==> src/rtl/pll_reset_sequencer.sv <==
// PLL reset / lock supervisor running on the board oscillator clock.
// Pulses the PLL reset, qualifies a stable lock and only then releases the core system reset.
module pll_reset_sequencer #(
   parameter int PLL_RESET_CYCLES   = 4,
   parameter int LOCK_TIMEOUT       = 4096,
   parameter int LOCK_STABLE_CYCLES = 256,
   parameter int RESET_HOLD_CYCLES  = 64
) (
   input  logic       clk,
   input  logic       reset,
   input  logic       pllLocked,
   input  logic       softReset,
   input  logic       softPllReset,
   output logic       pllReset,
   output logic       systemReset,
   output logic       ready,
   output logic [2:0] state,
   output logic [7:0] lockLossCount,
   output logic [7:0] retryCount
);

   typedef enum logic [2:0] {
      ST_PLL_RESET = 3'd0,
      ST_WAIT_LOCK = 3'd1,
      ST_STABILIZE = 3'd2,
      ST_HOLD      = 3'd3,
      ST_RUN       = 3'd4
   } state_t;

   localparam int MAX_AB  = (PLL_RESET_CYCLES > LOCK_TIMEOUT) ? PLL_RESET_CYCLES : LOCK_TIMEOUT;
   localparam int MAX_CD  = (LOCK_STABLE_CYCLES > RESET_HOLD_CYCLES) ? LOCK_STABLE_CYCLES : RESET_HOLD_CYCLES;
   localparam int MAX_CYC = (MAX_AB > MAX_CD) ? MAX_AB : MAX_CD;
   localparam int TIMER_W = $clog2(MAX_CYC + 1);

   localparam logic [TIMER_W-1:0] PLL_RESET_LAST = TIMER_W'(PLL_RESET_CYCLES - 1);
   localparam logic [TIMER_W-1:0] TIMEOUT_LAST   = TIMER_W'(LOCK_TIMEOUT - 1);
   localparam logic [TIMER_W-1:0] STABLE_LAST    = TIMER_W'(LOCK_STABLE_CYCLES - 1);
   localparam logic [TIMER_W-1:0] HOLD_LAST      = TIMER_W'(RESET_HOLD_CYCLES - 1);

   state_t             state_q, state_d;
   logic [TIMER_W-1:0] timer_q, timer_d;
   logic               sync_meta_q;
   logic               lock_sync_q;
   logic [7:0]         loss_cnt_q, loss_cnt_d;
   logic [7:0]         retry_cnt_q, retry_cnt_d;
   logic               pll_reset_q, pll_reset_d;
   logic               system_reset_q, system_reset_d;
   logic               ready_q, ready_d;
   logic               restart;

   always_ff @(posedge clk) begin
      if (reset) begin
         state_q        <= ST_PLL_RESET;
         timer_q        <= '0;
         sync_meta_q    <= 1'b0;
         lock_sync_q    <= 1'b0;
         loss_cnt_q     <= 8'd0;
         retry_cnt_q    <= 8'd0;
         pll_reset_q    <= 1'b1;
         system_reset_q <= 1'b1;
         ready_q        <= 1'b0;
      end else begin
         state_q        <= state_d;
         timer_q        <= timer_d;
         sync_meta_q    <= pllLocked;
         lock_sync_q    <= sync_meta_q;
         loss_cnt_q     <= loss_cnt_d;
         retry_cnt_q    <= retry_cnt_d;
         pll_reset_q    <= pll_reset_d;
         system_reset_q <= system_reset_d;
         ready_q        <= ready_d;
      end
   end

   always_comb begin
      state_d     = state_q;
      loss_cnt_d  = loss_cnt_q;
      retry_cnt_d = retry_cnt_q;
      restart     = 1'b0;
      timer_d     = (state_q == ST_RUN) ? '0 : timer_q + TIMER_W'(1);

      // A software PLL restart overrides every lock event and suppresses counting.
      if (softPllReset) begin
         state_d = ST_PLL_RESET;
         restart = 1'b1;
      end else begin
         case (state_q)
            ST_PLL_RESET: begin
               if (timer_q == PLL_RESET_LAST) state_d = ST_WAIT_LOCK;
            end
            ST_WAIT_LOCK: begin
               if (lock_sync_q) begin
                  state_d = ST_STABILIZE;
               end else if (timer_q == TIMEOUT_LAST) begin
                  state_d     = ST_PLL_RESET;
                  retry_cnt_d = (retry_cnt_q == 8'hFF) ? retry_cnt_q : retry_cnt_q + 8'd1;
               end
            end
            ST_STABILIZE: begin
               if (!lock_sync_q) state_d = ST_WAIT_LOCK;
               else if (timer_q == STABLE_LAST) state_d = ST_HOLD;
            end
            ST_HOLD: begin
               if (!lock_sync_q) state_d = ST_WAIT_LOCK;
               else if (timer_q == HOLD_LAST) state_d = ST_RUN;
            end
            ST_RUN: begin
               if (!lock_sync_q) begin
                  state_d    = ST_WAIT_LOCK;
                  loss_cnt_d = (loss_cnt_q == 8'hFF) ? loss_cnt_q : loss_cnt_q + 8'd1;
               end else if (softReset) begin
                  state_d = ST_HOLD;
               end
            end
            default: state_d = ST_PLL_RESET;
         endcase
      end

      if (restart || (state_d != state_q)) timer_d = '0;
   end

   // Outputs decode the next state so the registered copies line up with state_q.
   always_comb begin
      pll_reset_d    = (state_d == ST_PLL_RESET);
      system_reset_d = (state_d != ST_RUN);
      ready_d        = (state_d == ST_RUN);
   end

   assign pllReset      = pll_reset_q;
   assign systemReset   = system_reset_q;
   assign ready         = ready_q;
   assign state         = state_q;
   assign lockLossCount = loss_cnt_q;
   assign retryCount    = retry_cnt_q;

endmodule
==> config.mk <==
export PLATFORM = sky130hd
export DESIGN_NAME = pll_reset_sequencer
export DESIGN_NICKNAME = d
export VERILOG_FILES = /design/src/rtl/pll_reset_sequencer.sv
export SDC_FILE = /design/constraint.sdc
export NUM_CORES = 1
export LEC_CHECK = 0
export ABC_CLOCK_PERIOD_IN_PS = 2300
export CORE_AREA = 2 2 65 67
export CTS_CLUSTER_DIAMETER = 50
export DETAILED_ROUTE_END_ITERATION = 10
export DIE_AREA = 0 0 67 69
export PLACE_DENSITY = 0.82
export SYNTH_ARGS = -nofsm -noshare
export SYNTH_HDL_FRONTEND = slang
export SYNTH_SLANG_ARGS = --single-unit
==> constraint.sdc <==
create_clock -name clk -period 2.3 [get_ports clk]
set_clock_uncertainty 0.1 [all_clocks]
set_input_delay 0.46 -clock clk [delete_from_list [all_inputs] [get_ports clk]]
set_output_delay 0.46 -clock clk [all_outputs]
set_load 0.005 [all_outputs]
==> qor.yml <==
final_layout:
  design_area_um2: 2370
  fill_cells: 347
  multi_input_area_um2: 1100
  register_area_um2: 741
  nets: 248
  fin_util_pct: 60.6
  layout-drive-gt1-share_pct: 13.3
  antenna_cells: 0
  instances_no_fill: 291
  syn_to_final_growth_pct: 26.1
setup_path:
  endpoint_kind: "flip-flop"
  path_class: "flip-flop to flip-flop"
  arrival_ps: 2180
  path_cells: "ha_1, nand3_2, buf_4, nor4_4, o22ai_2, o31ai_4, nor3_1"
  required_ps: 2360
  cp_max_fo: 8
  slowest_stage: "o31ai_4"
  cpPeakStageDelay_ps: 380
  startpoint_type: "flip-flop"
synth:
  syn_area_um2: 1880
  synth.top_cells.by_area: "dfxtp_1 39%, xnor2_1 7.0%, nor2_1 5.4%"
  synth_edf_count: 0
  synth_seq_cells: 37
  synthTopCellsByCount: "37 x dfxtp_1, 27 x nor2_1, 15 x xnor2_1"
  synthDistinctLibCells: 46
  yosys.cell_count.top_type: "dfxtp_1"
  yosys_warnings: 0
  async_flop_share_pct: 0
  synth_largest_area_cell: "dfxtp_1"
  synth_top_area_share_pct: 39.4
  synthFlopType: "dfxtp_1"
  syn_inst: 202
  avgSynthCellArea_um2: 9.31
  yosysSeqAreaShare_pct: 39.4
  synthesis.nets: 210
route:
  wl_per_cell_um: 13.1
  drcViolationCount: 0
  antenna_left: 0
  vias: 1579
  drtIter0Drc: 94
  avgViaCountPerCell: 5.43
  routed_wl_mm: 3.80
  first_pass_iters: 5
run:
  maxCapViolations: 0
grt:
  antenna_found_initial: 0
  grt_max_degree: 20
  first_global_vias: 1429
  grt_pass1_wl_mm: 6.51
  grt_overflow: 0
  grtUsageTotal_pct: 18.0
floorplanning:
  rows: 23
  floorplan.die.height_um: 69
  initial_core_util_pct: 48.0
  dieArea_um2: 4620
  pin_count: 27
  dieWidth_um: 67
  core_um2: 3910
run_status:
  status: "completed"
placement:
  portBuffers: 26
  gp_congestion: 0.815
  place_inst: 283
  dpl.hpwl_mm: 2.73
  postPlaceCellArea_um2: 2250
clock_network:
  clk_latency_ps: 290
  clkSinkCount: 37
  path_clk_slew_ps: 70
  clk_path_buf_depth: 2
  cts_root_buffer: "clkbuf_8"
  ctsResizeCount: 0
  hold_buffers: 0
  numCtsBuffers: 5
  post-cts-setup-buffer-count: 0
  htree_levels: 2
  cts_tree: "yes"
power_and_ir_drop:
  max-vdd-ir-drop_mv: 0.302
  p_leak_nw: 0.805
  power.density_nw_per_um2: 530
sta:
  period_minus_slack_ps: 2120
  rsz0062_at_grt: "false"
  setup_violations: 0
  finalHoldViolCount: 0
  fin_crit_sh_pct: 92.2
  tightest_slew_ps: 431
  max_freq_mhz: 472
  tns_ps: 0
  drv_slew: 0
  max_slew_margin_pct: 71.2
hold_path:
  hp-class: "flip-flop to flip-flop"
-- per-layer routing --
metal / vias to the layer above / track usage (%) / wire (um)
li1: 795 / - / -
met1: 749 / 23.7 / 1770
met2: 28 / 27.7 / 1810
met3: 7 / 5.06 / 167
met4: 0 / 6.80 / 59
met5: - / 0 / 0
-- cells by family (layout without fill, tap and decap cells) --
family,count (synthesis),count (layout),share of synthesized area [%]
xor gates and xnor gates,25,25,11.6
DFF,37,37,39.4
buffers and inverters,7,46,1.86
AOI/OAI and AO/OA,20,20,8.92
adders and majority gates,3,3,2.00
and+or+nand+nor,110,110,36.2
-- layout make-up --
class / instances / area share (%)
multi-input cells: 158 / 46.6
well taps: 50 / 2.64
clock buffers: 7 / 3.64
repair buffers: 37 / 14.5
flip-flops and latches: 37 / 31.2
clock inverters: 1 / 1.27
inverters: 1 / 0.158
-- report_power, final --
| group | internal, mW | switching [mW] | total, mW |
|---|---|---|---|
| clock network | 0.353 | 0.222 | 0.576 |
| registers | 0.644 | 0.00282 | 0.647 |
| logic | 0.0157 | 0.0179 | 0.0336 |
-- stage by stage --
step / hold WS [ps] / worst slack [ps] / power [mW]
after floorplan: 314 / 345 / 0.678
after global placement: 326 / 92.5 / 0.694
after detailed placement: 324 / 46.7 / 0.695
after CTS: 341 / 176 / 1.27
after global routing: 382 / 16.7 / 1.29
final: 341 / 180 / 1.26
-- sequential cells by signal, summed over array words and instances, names as in the netlist --
register,flops
timer_q,13
lockLossCount,8
retryCount,8
state,3
lock_sync_q,1
pllReset,1
ready,1
sync_meta_q,1
systemReset,1
-- layout by cell type (no fill, tap or decap), types with 2 or more instances in the layout --
master / n
o21ai_1: 2
xor2_1: 10
nand4b_1: 2
nor4_1: 3
buf_4: 11
a21oi_1: 3
nor3_1: 10
nor3b_1: 2
and2_1: 8
xnor2_1: 15
nand3b_1: 3
a31oi_1: 2
o21ai_0: 3
nand2_1: 8
clkbuf_8: 6
ha_1: 3
dfxtp_1: 37
nand4_1: 6
clkdlybuf4s50_1: 26
nor4_2: 3
nor2b_1: 2
o21a_1: 4
or3_1: 5
nor2_1: 27
nand2b_1: 3
and3_1: 7
nand3_1: 9
-- path summary, 6_finish.rpt --
kind / startpoint / to / slack, ps / cells past startpoint
worst max-delay path: timer_q[0] / timer_q[5] / 180 / 7
worst min-delay path: sync_meta_q / lock_sync_q / 340 / 1
worst max register to register: timer_q[0] / timer_q[5] / 180 / 7
worst min register to register: sync_meta_q / lock_sync_q / 340 / 1
-- worst max-delay path: cells and delay by family (launching register included) --
| kind | cells | cell delay (ps) |
|---|---|---|
| DFF | 1 | 360 |
| buffers and inverters | 1 | 170 |
| AOI/OAI and AO/OA | 2 | 540 |
| and+or+nand+nor | 3 | 530 |
| adders and majority gates | 1 | 280 |
Power figures use the tool's default switching activity.
